## config.mk

```make
export PLATFORM = sky130hd
export DESIGN_NAME = rf_wb_arbiter_flat
export DESIGN_NICKNAME = d
export VERILOG_FILES = /design/src/rtl/rf_wb_if.sv /design/src/rtl/rf_wb_arbiter.sv /design/src/flat_wrapper.sv
export SDC_FILE = /design/constraint.sdc
export NUM_CORES = 1
export LEC_CHECK = 0
export ABC_AREA = 1
export CAP_MARGIN = 20
export CORE_UTILIZATION = 40
export DETAILED_ROUTE_END_ITERATION = 8
export HOLD_SLACK_MARGIN = 0.08
export PLACE_DENSITY = 0.78
export SLEW_MARGIN = 10
export SYNTH_ARGS = -nofsm -noshare
export SYNTH_HDL_FRONTEND = slang
export SYNTH_SLANG_ARGS = --single-unit
```

## constraint.sdc

```tcl
create_clock -name clk -period 2.2 [get_ports clk]
set_input_delay 0.33 -clock clk [delete_from_list [all_inputs] [get_ports clk]]
set_output_delay 0.33 -clock clk [all_outputs]
set_load 0.02 [all_outputs]
```

## src/rtl/rf_wb_if.sv

```systemverilog
// Writeback request bundle shared by NREQ requesters and the register-file write arbiter.
// Requester i uses bits [5i+4:5i] of req_addr and [32i+31:32i] of req_data.
interface rf_wb_if #(
    parameter int NREQ = 3
);
    logic [NREQ-1:0]      req_valid;
    logic [5*NREQ-1:0]    req_addr;
    logic [32*NREQ-1:0]   req_data;
    logic [NREQ-1:0]      req_ready;

    modport master (
        output req_valid, req_addr, req_data,
        input  req_ready
    );

    modport slave (
        input  req_valid, req_addr, req_data,
        output req_ready
    );
endinterface

```

## src/rtl/rf_wb_arbiter.sv

```systemverilog
// Round-robin owner of the MIPS register-file write port. After reset it optionally
// clears registers 1..31 to CLR_VAL, then grants one writeback requester per cycle.
module rf_wb_arbiter #(
    parameter int          NREQ    = 3,
    parameter bit          INIT_EN = 1'b1,
    parameter logic [31:0] CLR_VAL = 32'd0
) (
    input  logic        clk,
    input  logic        rst,
    rf_wb_if.slave      bus,
    output logic [4:0]  rf_a3,
    output logic [31:0] rf_wd,
    output logic        rf_wr,
    output logic        init_done,
    output logic        zero_drop,
    output logic [15:0] wr_count
);
    localparam int             PW     = (NREQ > 1) ? $clog2(NREQ) : 1;
    localparam logic [PW:0]    NREQ_W = (PW+1)'(NREQ);
    localparam logic [PW-1:0]  LAST   = PW'(NREQ - 1);

    typedef enum logic {ST_CLEAR, ST_RUN} state_t;

    state_t        state_q, state_d;
    logic [4:0]    clr_addr_q, clr_addr_d;
    logic [PW-1:0] rr_ptr_q, rr_ptr_d;
    logic [4:0]    rf_a3_q, rf_a3_d;
    logic [31:0]   rf_wd_q, rf_wd_d;
    logic          rf_wr_q, rf_wr_d;
    logic          init_done_q, init_done_d;
    logic          zero_drop_q, zero_drop_d;
    logic [15:0]   wr_count_q, wr_count_d;

    logic [4:0]    addr_arr [NREQ];
    logic [31:0]   data_arr [NREQ];
    logic          gnt_any;
    logic [PW-1:0] gnt_idx;
    logic [PW:0]   sum;
    logic [4:0]    sel_addr;
    logic [31:0]   sel_data;

    function automatic logic [15:0] sat_inc(input logic [15:0] v);
        return (v == 16'hFFFF) ? v : v + 16'd1;
    endfunction

    for (genvar i = 0; i < NREQ; i++) begin : g_unpack
        assign addr_arr[i] = bus.req_addr[5*i +: 5];
        assign data_arr[i] = bus.req_data[32*i +: 32];
    end

    // First valid requester at or after rr_ptr, wrapping; ready is masked during reset and CLEAR.
    always_comb begin
        gnt_any = 1'b0;
        gnt_idx = '0;
        sum     = '0;
        if (state_q == ST_RUN && !rst) begin
            for (int k = 0; k < NREQ; k++) begin
                sum = {1'b0, rr_ptr_q} + (PW+1)'(k);
                if (sum >= NREQ_W) sum = sum - NREQ_W;
                if (!gnt_any && bus.req_valid[sum[PW-1:0]]) begin
                    gnt_any = 1'b1;
                    gnt_idx = sum[PW-1:0];
                end
            end
        end
    end

    always_comb begin
        for (int i = 0; i < NREQ; i++) begin
            bus.req_ready[i] = gnt_any && (gnt_idx == PW'(i));
        end
    end

    assign sel_addr = addr_arr[gnt_idx];
    assign sel_data = data_arr[gnt_idx];

    always_comb begin
        state_d     = state_q;
        clr_addr_d  = clr_addr_q;
        rr_ptr_d    = rr_ptr_q;
        rf_a3_d     = rf_a3_q;
        rf_wd_d     = rf_wd_q;
        rf_wr_d     = 1'b0;
        init_done_d = init_done_q;
        zero_drop_d = 1'b0;
        wr_count_d  = wr_count_q;
        case (state_q)
            ST_CLEAR: begin
                // clr_addr wraps 31 -> 0, which marks the end of the sweep.
                if (clr_addr_q != 5'd0) begin
                    rf_wr_d    = 1'b1;
                    rf_a3_d    = clr_addr_q;
                    rf_wd_d    = CLR_VAL;
                    clr_addr_d = clr_addr_q + 5'd1;
                end else begin
                    state_d     = ST_RUN;
                    init_done_d = 1'b1;
                end
            end
            default: begin
                init_done_d = 1'b1;
                if (gnt_any) begin
                    rr_ptr_d = (gnt_idx == LAST) ? '0 : gnt_idx + PW'(1);
                    if (sel_addr == 5'd0) begin
                        zero_drop_d = 1'b1;
                    end else begin
                        rf_wr_d    = 1'b1;
                        rf_a3_d    = sel_addr;
                        rf_wd_d    = sel_data;
                        wr_count_d = sat_inc(wr_count_q);
                    end
                end
            end
        endcase
    end

    always_ff @(posedge clk) begin
        if (rst) begin
            state_q     <= INIT_EN ? ST_CLEAR : ST_RUN;
            clr_addr_q  <= 5'd1;
            rr_ptr_q    <= '0;
            rf_a3_q     <= '0;
            rf_wd_q     <= '0;
            rf_wr_q     <= 1'b0;
            init_done_q <= 1'b0;
            zero_drop_q <= 1'b0;
            wr_count_q  <= '0;
        end else begin
            state_q     <= state_d;
            clr_addr_q  <= clr_addr_d;
            rr_ptr_q    <= rr_ptr_d;
            rf_a3_q     <= rf_a3_d;
            rf_wd_q     <= rf_wd_d;
            rf_wr_q     <= rf_wr_d;
            init_done_q <= init_done_d;
            zero_drop_q <= zero_drop_d;
            wr_count_q  <= wr_count_d;
        end
    end

    assign rf_a3     = rf_a3_q;
    assign rf_wd     = rf_wd_q;
    assign rf_wr     = rf_wr_q;
    assign init_done = init_done_q;
    assign zero_drop = zero_drop_q;
    assign wr_count  = wr_count_q;
endmodule

```

## src/flat_wrapper.sv

```systemverilog
// flat-port wrapper written by rule: the top's interface ports become plain ports
module rf_wb_arbiter_flat 
#(
    parameter int          NREQ    = 3,
    parameter bit          INIT_EN = 1'b1,
    parameter logic [31:0] CLR_VAL = 32'd0
)
  (clk, rst, rf_a3, rf_wd, rf_wr, init_done, zero_drop, wr_count, bus_req_valid, bus_req_addr, bus_req_data, bus_req_ready);
  rf_wb_if #(.NREQ(NREQ)) bus_i ();
  input  logic clk;
  input  logic rst;
  output logic [4:0] rf_a3;
  output logic [31:0] rf_wd;
  output logic rf_wr;
  output logic init_done;
  output logic zero_drop;
  output logic [15:0] wr_count;
  input wire logic [$bits(bus_i.req_valid)-1:0] bus_req_valid;
  input wire logic [$bits(bus_i.req_addr)-1:0] bus_req_addr;
  input wire logic [$bits(bus_i.req_data)-1:0] bus_req_data;
  output wire logic [$bits(bus_i.req_ready)-1:0] bus_req_ready;
  assign bus_i.req_valid = bus_req_valid;
  assign bus_i.req_addr = bus_req_addr;
  assign bus_i.req_data = bus_req_data;
  assign bus_req_ready = bus_i.req_ready;
  rf_wb_arbiter #(.NREQ(NREQ), .INIT_EN(INIT_EN), .CLR_VAL(CLR_VAL)) u_core (.clk(clk), .rst(rst), .bus(bus_i), .rf_a3(rf_a3), .rf_wd(rf_wd), .rf_wr(rf_wr), .init_done(init_done), .zero_drop(zero_drop), .wr_count(wr_count));
endmodule
```

==> flow_metrics.tcl, run 1 <==
set metrics [dict create \
    floorplan.rows 37 \
    dr_total_vias 4902 \
    drive_above_1_share_pct 29.32 \
    maxSlewViolCount 0 \
    cts_max_path_buffers 2 \
    worst_setup_path_end_kind "register" \
    core_region_area_um2 10460 \
    timing.final.hold_violations 0 \
    placement.io_buffers 174 \
    crit_path_cell_trace "inv_6 -> ha_4 -> inv_4 -> nand2_2 -> nand3_2 -> nand2_4 -> nand3_4 -> nor2_4 -> nor2_4 -> nand2_4 -> inv_4 -> nand2_4 -> nand3_4 -> nor2_4 -> nand3_4 -> buf_12 -> buf_6 -> clkbuf_16 -> nand4_1 -> a21oi_2" \
    cellLeakagePower_nw 2.638 \
    ctsRootBufferMaster "sky130_fd_sc_hd__clkbuf_8" \
    synth_edf_count 0 \
    wire_per_inst_um 15.96 \
    worst-r2r-cell-count 20 \
    design_power_total_w 0.005038 \
    seq_area_frac_synth_pct 29.42 \
    final_core_util_pct 68.30 \
    critical_path.max_fanout 8 \
    postSynthCellCount 583 \
    insertedDiodeCount 0 \
    post_synthesis_async_set_or_reset_flop_share_pct 0 \
    post_synth.cell_area_avg_um2 7.471 \
    timing.critical_path.slowest_cell_delay_ps 380 \
    die_height_um 106.4 \
    ys_seq_elements 64 \
    grt_pass1_wl_um 22320 \
    die-width_um 106.4 \
    drcViolationCount 0 \
    ys.warnings.count 0 \
    synthMostInstantiatedCell "sky130_fd_sc_hd__nand2_1" \
    clock_power_share_pct 20.8 \
    violations_in_the_final_reports "setup timing" \
    pin_count_of_the_biggest_net_entering_global_routing 51 \
    startpoint_type "register" \
    yosys-top-cells-area "sky130_fd_sc_hd__dfxtp_1 (29%), sky130_fd_sc_hd__nand3_2 (12%), sky130_fd_sc_hd__nand2_1 (12%), sky130_fd_sc_hd__nand3_1 (9.1%), sky130_fd_sc_hd__a21oi_2 (7.4%)" \
    cts.reportedPaths.clkPinSlew_ps 70 \
    total_grt_usage_pct 24.66 \
    initial_core_utilization_pct 41.63 \
    ant_nets 0 \
    setup_viol_count_final 58 \
    worstHoldPathCells 2 \
    synth_area_um2 4355 \
    status "finished with violations" \
    finalHoldWorstSlack_ps 467.4 \
    via_count_of_the_first_global_routing_pass 4723 \
    antenna_found_initial 1 \
    timing.fmax_ghz 0.3805 \
    cts_tree "built" \
    switchingPower_w 0.002062 \
    die_area_um2 11310 \
    synth_top_flop_cell "sky130_fd_sc_hd__dfxtp_1" \
    avgViaCountPerCell 5.248 \
    overflow 0 \
    place_worst_setup_slack_ps -588.7 \
    count_of_distinct_cell_types_in_the_synthesized_netlist 35 \
    crit_required_ps 2400 \
    design.final.nets 916 \
    hold_class "reg2reg" \
    pwr_density_cell_nw_per_um2 705.0 \
    synth_largest_area_cell "sky130_fd_sc_hd__dfxtp_1" \
    ioPinCount 175 \
    final.setup_skew_ps 11.62 \
    critical-path-slowest-cell "sky130_fd_sc_hd__dfxtp_4" \
    slew_headroom_pct 47.54 \
    clkSinkCount 64 \
    clkLatencyLatePin_ps 340 \
    totalNegativeSetupSlack_ps -21460 \
    swShare_pct 40.93 \
    period_needed_ps 2628 \
    ir_drop_v 0.0006057 \
    p_comb_share_pct 51.4 \
    power_frac_seq_pct 27.8 \
    routed_wirelength_um 14910 \
    number_of_buffers_inserted_for_hold_repair_after_clock_tree_synthesis 0 \
    maxcap_viol_count 0 \
    worst-endpoint-arrival_ps 2830 \
    fin_crit_sh_pct 119.5 \
    finalWeightedCongestion 0.8798 \
    dpl.hpwl_um 10020 \
    cell_internal_pwr_w 0.002976 \
    number_of_buffers_added_by_the_clock_tree_synthesis_step 9 \
    worst-slew-pin-transition_ps 787.0 \
    cts-htree-levels 3 \
    path_class "reg2reg" \
    synth_nets 706 \
    post_synth_most_frequent_cells "sky130_fd_sc_hd__nand2_1 (141), sky130_fd_sc_hd__nand3_1 (79), sky130_fd_sc_hd__dfxtp_1 (64), sky130_fd_sc_hd__nand3_2 (54), sky130_fd_sc_hd__a21oi_2 (37)" \
    rsz0062_at_grt "true" \
    post-route-worst-setup-slack_ps -428.2 \
    first_iter_violations 261 \
    synth.top_cell.area_share_pct 29.42 \
    drt-pass1-iter-count 6 \
    area_delta_synth_final_pct 64.06 \
]
sequential cells by signal (all words and copies together), names as in the netlist:
name and count:
u_core.clr_addr_q 5, u_core.init_done 1, u_core.rf_a3 5, u_core.rf_wd 32, u_core.rf_wr 1, u_core.rr_ptr_q 2
u_core.state_q 1, u_core.wr_count 16, u_core.zero_drop 1
cells in the final DEF (no fill, tap or decap), types with 4 or more instances in the layout:
| master | n |
|---|---|
| sky130_fd_sc_hd__nor2_4 | 7 |
| sky130_fd_sc_hd__nand2_4 | 4 |
| sky130_fd_sc_hd__buf_12 | 8 |
| sky130_fd_sc_hd__xor2_1 | 9 |
| sky130_fd_sc_hd__nand3_2 | 58 |
| sky130_fd_sc_hd__nor2_2 | 7 |
| sky130_fd_sc_hd__nor2_1 | 25 |
| sky130_fd_sc_hd__nand4_1 | 20 |
| sky130_fd_sc_hd__clkbuf_8 | 11 |
| sky130_fd_sc_hd__clkbuf_16 | 4 |
| sky130_fd_sc_hd__nand2_2 | 14 |
| sky130_fd_sc_hd__inv_1 | 31 |
| sky130_fd_sc_hd__buf_6 | 9 |
| sky130_fd_sc_hd__xnor2_1 | 4 |
| sky130_fd_sc_hd__clkdlybuf4s50_1 | 170 |
| sky130_fd_sc_hd__dfxtp_1 | 62 |
| sky130_fd_sc_hd__a21oi_1 | 17 |
| sky130_fd_sc_hd__inv_4 | 4 |
| sky130_fd_sc_hd__nand3_4 | 10 |
| sky130_fd_sc_hd__nand2_1 | 137 |
| sky130_fd_sc_hd__nor3_1 | 5 |
| sky130_fd_sc_hd__nand3_1 | 71 |
| sky130_fd_sc_hd__a21oi_2 | 38 |
| sky130_fd_sc_hd__buf_4 | 38 |
| sky130_fd_sc_hd__o21ai_0 | 5 |
power by group through the flow:
stage	logic, W	registers (W)	clock network (W)
after global routing	0.00278	0.00142	0.00113
after floorplan	0.00130	0.00153	0
after CTS	0.00230	0.00139	0.00106
final	0.00259	0.00140	0.00105
after global placement	0.00216	0.00141	0
after detailed placement	0.00220	0.00142	0
area by class of cell:
cell class / instances / area [µm²]
clock buffer: 13 / 158.9
clock inverter: 3 / 40.04
fill: 874 / 3317
inverter: 38 / 157.7
multi-input combinational: 448 / 2947
sequential: 64 / 1289
tap: 136 / 170.2
timing repair buffer: 232 / 2384
cells by family (layout without fill, tap and decap cells):
logic type      after synthesis  count (layout)  synth area share [%]
compound gates               64              64                 10.72
xor+xnor                     13              13                 2.614
fa+ha+maj                     7               7                 2.011
buf+inv                      74             286                 8.963
flops                        64              64                 29.42
simple gates                361             364                 46.28
path summary, 6_finish.rpt:
path	start	to	slack [ps]
max	u_core.rr_ptr_q[0]	u_core.wr_count[9]	-430
max reg2reg	u_core.rr_ptr_q[0]	u_core.wr_count[9]	-430
min	u_core.rf_wd[16]	u_core.rf_wd[16]	470
min reg2reg	u_core.rf_wd[16]	u_core.rf_wd[16]	470
worst max-delay path: cells and delay by family, from the launching register on:
family | cells | cell delay, ps
compound gates | 1 | 50
fa+ha+maj | 1 | 320
buf+inv | 6 | 580
flops | 1 | 380
simple gates | 12 | 1130
through the flow:
step	cell area (µm²)	cells
after floorplan	4378	583
after global placement	6375	891
after detailed placement	6375	891
after CTS	6736	919
after global routing	7146	934
final	7146	934
what timing repair did:
item | 4_1_cts | 5_1_grt
gates cloned | 2 | 7
resized for setup | 34 | 46
buffers inserted | 10 | 8
pin swaps | 0 | 8
setup endpoints to repair | 58 | 59
endpoints found under the hold margin | 0 | 0
routing by layer:
layer / up-vias / track usage, % / wire length (µm)
met2: 222 / 42.95 / 7744
li1: 2376 / - / -
met5: - / 0 / 13
met1: 2270 / 29.50 / 5919
met3: 32 / 5.089 / 927
met4: 2 / 9.524 / 305
Note: power is estimated with default switching activity, not from simulation.
==> inputs of run 2 (changes only) <==
--- a/config.mk
+++ b/config.mk
@@ -7,6 +7,7 @@
 export LEC_CHECK = 0
 export ABC_AREA = 1
 export CAP_MARGIN = 20
+export CORE_MARGIN = 5
 export CORE_UTILIZATION = 40
 export DETAILED_ROUTE_END_ITERATION = 8
 export HOLD_SLACK_MARGIN = 0.08
==> flow_metrics.tcl, run 2 (same netlist as run 1, synthesis figures left out) <==
set metrics [dict create \
    worst-endpoint-arrival_ps 2780 \
    clock_power_share_pct 20.8 \
    ant_nets 0 \
    swShare_pct 41.04 \
    finalWeightedCongestion 0.8665 \
    regToRegSetupSlack_ps -380 \
    area_occupied_by_registers_um2 1289 \
    worstHoldPathCells 2 \
    worst_setup_path_end_kind "register" \
    crit_required_ps 2390 \
    die_height_um 114.4 \
    grt_pass1_wl_um 23920 \
    power_frac_seq_pct 27.2 \
    cts_tree "built" \
    dpl.hpwl_um 10790 \
    number_of_buffers_added_by_the_clock_tree_synthesis_step 9 \
    dr_total_vias 4902 \
    mostFrequentLayoutCells "sky130_fd_sc_hd__clkdlybuf4s50_1 (170), sky130_fd_sc_hd__nand2_1 (136), sky130_fd_sc_hd__nand3_2 (67)" \
    clkLatencyLatePin_ps 350 \
    largest_reg_flops 32 \
    post-route-worst-setup-slack_ps -383.5 \
    post_route_cell_area_um2 7263 \
    die_area_um2 13080 \
    rsz0062_at_grt "true" \
    path_class "reg2reg" \
    routed_wirelength_um 15740 \
    detailed_place.area_um2 6480 \
    floorplan.rows 38 \
    design.final.nets 919 \
    cts-htree-levels 3 \
    layout.cells.most_common "sky130_fd_sc_hd__clkdlybuf4s50_1" \
    worst-slew-pin-transition_ps 828.4 \
    ctsRootBufferMaster "sky130_fd_sc_hd__clkbuf_8" \
    insertedDiodeCount 0 \
    drcViolationCount 0 \
    combined_area_of_the_multi_input_logic_cells_um2 2962 \
    wire_per_inst_um 16.72 \
    ir_drop_v 0.0004400 \
    via_count_of_the_first_global_routing_pass 5027 \
    ioPinCount 175 \
    violations_in_the_final_reports "setup timing" \
    drive_above_1_share_pct 30.96 \
    crit_reg_reg_endpoint "u_core.wr_count[14]" \
    timing.final.hold_violations 0 \
    p_comb_share_pct 52.0 \
    startpoint_type "register" \
    antenna_found_initial 0 \
    setup_viol_count_final 58 \
    critical_path.max_fanout 7 \
    cts_max_path_buffers 2 \
    pwr_density_cell_nw_per_um2 712.8 \
    clkSinkCount 64 \
    first_iter_violations 249 \
    avgViaCountPerCell 5.209 \
    drt-pass1-iter-count 5 \
    core_region_area_um2 10750 \
    final_core_util_pct 67.59 \
    placement.io_buffers 174 \
    crit-reg2reg-launch "u_core.rr_ptr_q[0]" \
    switchingPower_w 0.002125 \
    hold_class "reg2reg" \
    status "finished with violations" \
    cell_internal_pwr_w 0.003052 \
    hold-path-endpoint "u_core.rf_wd[7]" \
    slew_headroom_pct 44.77 \
    overflow 0 \
    fillerInstances 882 \
    area_delta_synth_final_pct 66.76 \
    pin_count_of_the_biggest_net_entering_global_routing 51 \
    initial_core_utilization_pct 40.53 \
    maxcap_viol_count 0 \
    cts.reportedPaths.clkPinSlew_ps 70 \
    timing.hold.worst.start "u_core.rf_wd[7]" \
    total_grt_usage_pct 22.50 \
    fin_crit_sh_pct 117.4 \
    worst-r2r-cell-count 17 \
    timing.fmax_ghz 0.3871 \
    period_needed_ps 2583 \
    cellLeakagePower_nw 2.681 \
    maxSlewViolCount 0 \
    final.setup_skew_ps 10.60 \
    die-width_um 114.4 \
]
run 2: power by group through the flow:
| stage | combinational, W | clock (W) | sequential (W) |
|---|---|---|---|
| after floorplan | 0.00130 | 0 | 0.00153 |
| after global placement | 0.00228 | 0 | 0.00141 |
| after detailed placement | 0.00231 | 0 | 0.00142 |
| after CTS | 0.00248 | 0.00109 | 0.00140 |
| after global routing | 0.00292 | 0.00115 | 0.00142 |
| final | 0.00269 | 0.00108 | 0.00141 |
run 2: routing by layer:
layer | GRT usage, % | vias to the layer above | part of all wire (%)
li1 | - | 2389 | -
met1 | 26.58 | 2304 | 40
met2 | 39.31 | 171 | 51
met3 | 5.603 | 38 | 5.7
met4 | 8.314 | 0 | 2.8
met5 | 0 | - | 0
run 2: how the worst max path moves through the flow:
| stage | from | endpoint | cells after the start |
|---|---|---|---|
| after detailed placement | bus_req_valid[2] | bus_req_ready[0] | 10 |
| after floorplan | u_core.rr_ptr_q[0] | u_core.rf_wd[2] | 16 |
| after CTS | u_core.rr_ptr_q[0] | u_core.rf_wd[21] | 19 |
| after global routing | u_core.rr_ptr_q[0] | u_core.wr_count[14] | 17 |
| final | u_core.rr_ptr_q[0] | u_core.wr_count[14] | 17 |
| after global placement | bus_req_valid[2] | bus_req_ready[0] | 10 |
run 2: critical path, stage by stage (launching register included):
cell,delay (ps)
sky130_fd_sc_hd__dfxtp_4,380
sky130_fd_sc_hd__inv_4,50
sky130_fd_sc_hd__ha_4,320
sky130_fd_sc_hd__nand2_1,80
sky130_fd_sc_hd__nand3_2,90
sky130_fd_sc_hd__nand2_4,80
sky130_fd_sc_hd__nand3_4,130
sky130_fd_sc_hd__nand3_4,90
sky130_fd_sc_hd__nand3_4,150
sky130_fd_sc_hd__inv_4,80
sky130_fd_sc_hd__nand2_1,80
sky130_fd_sc_hd__nand3_2,110
sky130_fd_sc_hd__nor2_4,150
sky130_fd_sc_hd__nand3_4,140
sky130_fd_sc_hd__buf_12,190
sky130_fd_sc_hd__buf_12,130
sky130_fd_sc_hd__nand4_1,120
sky130_fd_sc_hd__a21oi_2,70
run 2: cell type report:
class,count,share of cell area [%]
Clock buffer,11,2.084
Clock inverter,5,0.7580
Inverter,38,2.102
Multi-Input combinational cell,447,40.78
Sequential cell,64,17.74
Tap cell,140,2.412
Timing Repair Buffer,236,34.13
run 2: repair_timing:
| action | CTS | global route |
|---|---|---|
| buffers inserted | 11 | 6 |
| cloned | 1 | 7 |
| endpoints found under the setup margin | 58 | 58 |
| hold buffers | 0 | 0 |
| pin swaps | 3 | 21 |
| resized for setup | 45 | 32 |
run 2: metrics by stage:
| step | total power (W) | worst slack, ps | TNS (ps) | instances | hold WS, ps |
|---|---|---|---|---|---|
| 2_1_floorplan | 0.002831 | -82.27 | -1886 | 583 | 458.5 |
| 6_report | 0.005177 | -383.5 | -19470 | 941 | 470.3 |
| 3_3_place_gp | 0.003695 | -547.6 | -25680 | 900 | 455.9 |
| 3_5_place_dp | 0.003738 | -568.9 | -29640 | 900 | 464.1 |
| 4_1_cts | 0.004972 | -313.3 | -14830 | 928 | 475.3 |
| 5_1_grt | 0.005484 | -514.7 | -27210 | 941 | 486.7 |
==> inputs of run 3 (changes only) <==
--- a/config.mk
+++ b/config.mk
@@ -8,10 +8,10 @@
 export ABC_AREA = 1
 export CAP_MARGIN = 20
 export CORE_MARGIN = 5
-export CORE_UTILIZATION = 40
+export CORE_UTILIZATION = 45
 export DETAILED_ROUTE_END_ITERATION = 8
 export HOLD_SLACK_MARGIN = 0.08
-export PLACE_DENSITY = 0.78
+export PLACE_DENSITY = 0.83
 export SLEW_MARGIN = 10
 export SYNTH_ARGS = -nofsm -noshare
 export SYNTH_HDL_FRONTEND = slang
==> constraint.sdc (replaced) <==
create_clock -name clk -period 3 [get_ports clk]
set_input_delay 0.45 -clock clk [delete_from_list [all_inputs] [get_ports clk]]
set_output_delay 0.45 -clock clk [all_outputs]
set_load 0.02 [all_outputs]
==> flow_metrics.tcl, run 3 (same netlist as run 1, synthesis figures left out) <==
set metrics [dict create \
    status "complete, no violations" \
    cts_tree "built" \
    gr-usage-met2_pct 39.96 \
    fin_crit_sh_pct 93.54 \
    cts_max_path_buffers 2 \
    dpl.hpwl_um 10340 \
    via_count_of_the_first_global_routing_pass 4563 \
    grt_use_met3_pct 4.418 \
    worst-endpoint-arrival_ps 2360 \
    drt-pass1-iter-count 4 \
    period_needed_ps 2806 \
    pin_count_of_the_biggest_net_entering_global_routing 51 \
    crit_path_cell_trace "inv_1 -> ha_1 -> inv_1 -> nand2_1 -> nand3_1 -> nand2_2 -> nand3_4 -> nor2_4 -> nor2_4 -> nand2_4 -> nand2_2 -> nor2_1 -> clkdlybuf4s15_1" \
    first_iter_violations 265 \
    drcViolationCount 0 \
    insertedDiodeCount 0 \
    design.final.nets 875 \
    cpLargestDelayFamily "simple AND/OR/NAND/NOR gates" \
    pwr_density_cell_nw_per_um2 520.9 \
    ctsRootBufferMaster "sky130_fd_sc_hd__clkbuf_8" \
    totalNegativeSetupSlack_ps 0 \
    detailed_place.area_um2 6181 \
    total_grt_usage_pct 22.93 \
    grt_pass1_wl_um 21580 \
    timing.final.hold_violations 0 \
    die_area_um2 11750 \
    worst_setup_path_end_kind "output pin" \
    final_core_util_pct 67.27 \
    slew_headroom_pct 47.54 \
    wire_per_inst_um 15.71 \
    ant_nets 0 \
    antenna_found_initial 0 \
    globalRoute.busiestLayer "met2" \
    overflow 0 \
    number_of_buffers_added_by_the_clock_tree_synthesis_step 9 \
    crit_required_ps 2550 \
    path_class "reg2out" \
    maxSlewViolCount 0 \
    drive_above_1_share_pct 21.53 \
    cellLeakagePower_nw 2.346 \
    clkLatencyLatePin_ps 340 \
    routed_wirelength_um 13980 \
    maxcap_viol_count 0 \
    mostFrequentLayoutCells "sky130_fd_sc_hd__clkdlybuf4s50_1 (170), sky130_fd_sc_hd__nand2_1 (140), sky130_fd_sc_hd__nand3_1 (79)" \
    core_region_area_um2 9594 \
    placement.io_buffers 174 \
    area_delta_synth_final_pct 48.18 \
    dr_total_vias 4641 \
    setup_viol_count_final 0 \
    cts.reportedPaths.clkPinSlew_ps 70 \
    ioPinCount 175 \
    clkSinkCount 64 \
    startpoint_type "register" \
    critical_path_buf_inv_count 3 \
    ir_drop_v 0.0004031 \
    critical_path.max_fanout 4 \
    finalWeightedCongestion 0.9030 \
    timing.fmax_ghz 0.3564 \
    avgViaCountPerCell 5.215 \
    floorplan.rows 36 \
    worst-slew-pin-transition_ps 786.9 \
    post_route_cell_area_um2 6454 \
    design_power_total_w 0.003362 \
    final.setup_skew_ps 11.74 \
    initial_core_utilization_pct 45.40 \
    largest_reg_flops 32 \
    timing.critical_path.slowest_cell_delay_ps 330 \
    fillerInstances 835 \
    die_height_um 108.4 \
    die-width_um 108.4 \
    layout.cells.most_common "sky130_fd_sc_hd__clkdlybuf4s50_1" \
    critical-path-slowest-cell "sky130_fd_sc_hd__dfxtp_1" \
    hold_class "reg2reg" \
    global_route_track_usage_on_met1_pct 27.67 \
    cts-htree-levels 3 \
]
[run 3: cell types whose count changed in the layout (fill, tap and decap cells not counted), sizes merged]
cell | previous run | this run
buf | 61 | 19
clkbuf | 16 | 13
clkdlybuf4s15 | 0 | 1
clkinvlp | 2 | 0
dlygate4sd2 | 0 | 2
nand2 | 157 | 158
nand3 | 139 | 138
[run 3: worst reg2reg max path, cell delays in order, from the launching register on]
cell and delay, ps:
sky130_fd_sc_hd__dfxtp_1 330, sky130_fd_sc_hd__inv_1 150, sky130_fd_sc_hd__ha_1 300, sky130_fd_sc_hd__inv_1 80, sky130_fd_sc_hd__nand2_1 60, sky130_fd_sc_hd__nand3_1 110
sky130_fd_sc_hd__nand2_2 120, sky130_fd_sc_hd__nand3_4 100, sky130_fd_sc_hd__nand3_2 150, sky130_fd_sc_hd__nand2_4 90, sky130_fd_sc_hd__buf_4 160, sky130_fd_sc_hd__nand3_1 80
sky130_fd_sc_hd__nand3_2 80, sky130_fd_sc_hd__nor2_2 160, sky130_fd_sc_hd__nand3_4 180, sky130_fd_sc_hd__nand2_8 160, sky130_fd_sc_hd__buf_4 180, sky130_fd_sc_hd__nand3_2 80
sky130_fd_sc_hd__a21oi_2 150
[run 3: area by class of cell]
cell class	instances	area (µm²)	area share [%]
clock buffers	13	158.9	2.462
clock inverters	3	40.04	0.6204
inverters	38	147.6	2.288
multi-input cells	447	2735	42.38
flip-flops and latches	64	1282	19.87
well taps	133	166.4	2.579
repair buffers	192	1923	29.80
[run 3: path summary, 6_finish.rpt]
path	start	end	slack [ps]	cells past startpoint
min reg2reg	u_core.rf_wd[4]	u_core.rf_wd[4]	470	2
min	u_core.rf_wd[4]	u_core.rf_wd[4]	470	2
max reg2reg	u_core.rr_ptr_q[0]	u_core.rf_wd[15]	230	18
max	u_core.rr_ptr_q[0]	bus_req_ready[0]	190	13
[run 3: metal layers]
layer  up-vias  routed length, µm
met5         -                  0
met4         0                303
met3        28                820
met2       156               7226
met1      2166               5628
li1       2291                  -
[run 3: timing repair]
| item | in CTS | in global routing |
|---|---|---|
| gates cloned | 0 | 2 |
| setup buffers | 0 | 3 |
| gates resized for setup | 3 | 7 |
| pin swaps | 0 | 1 |
| hold buffers | 0 | 0 |
| setup endpoints to repair | 3 | 46 |
[run 3: where the power goes]
part           total, W  switching [W]  internal, W
combinational   0.00158       0.000974     0.000607
clock          0.000763       0.000335     0.000428
sequential      0.00102      0.0000643     0.000954
[run 3: through the flow]
stage	hold WS [ps]	instances	worst slack (ps)
floorplan	458.5	583	567.5
detailed placement	461.4	869	-44.70
finish	467.0	890	193.9
global route	484.8	890	-8.396
CTS	470.3	885	41.00
global placement	451.3	869	66.33
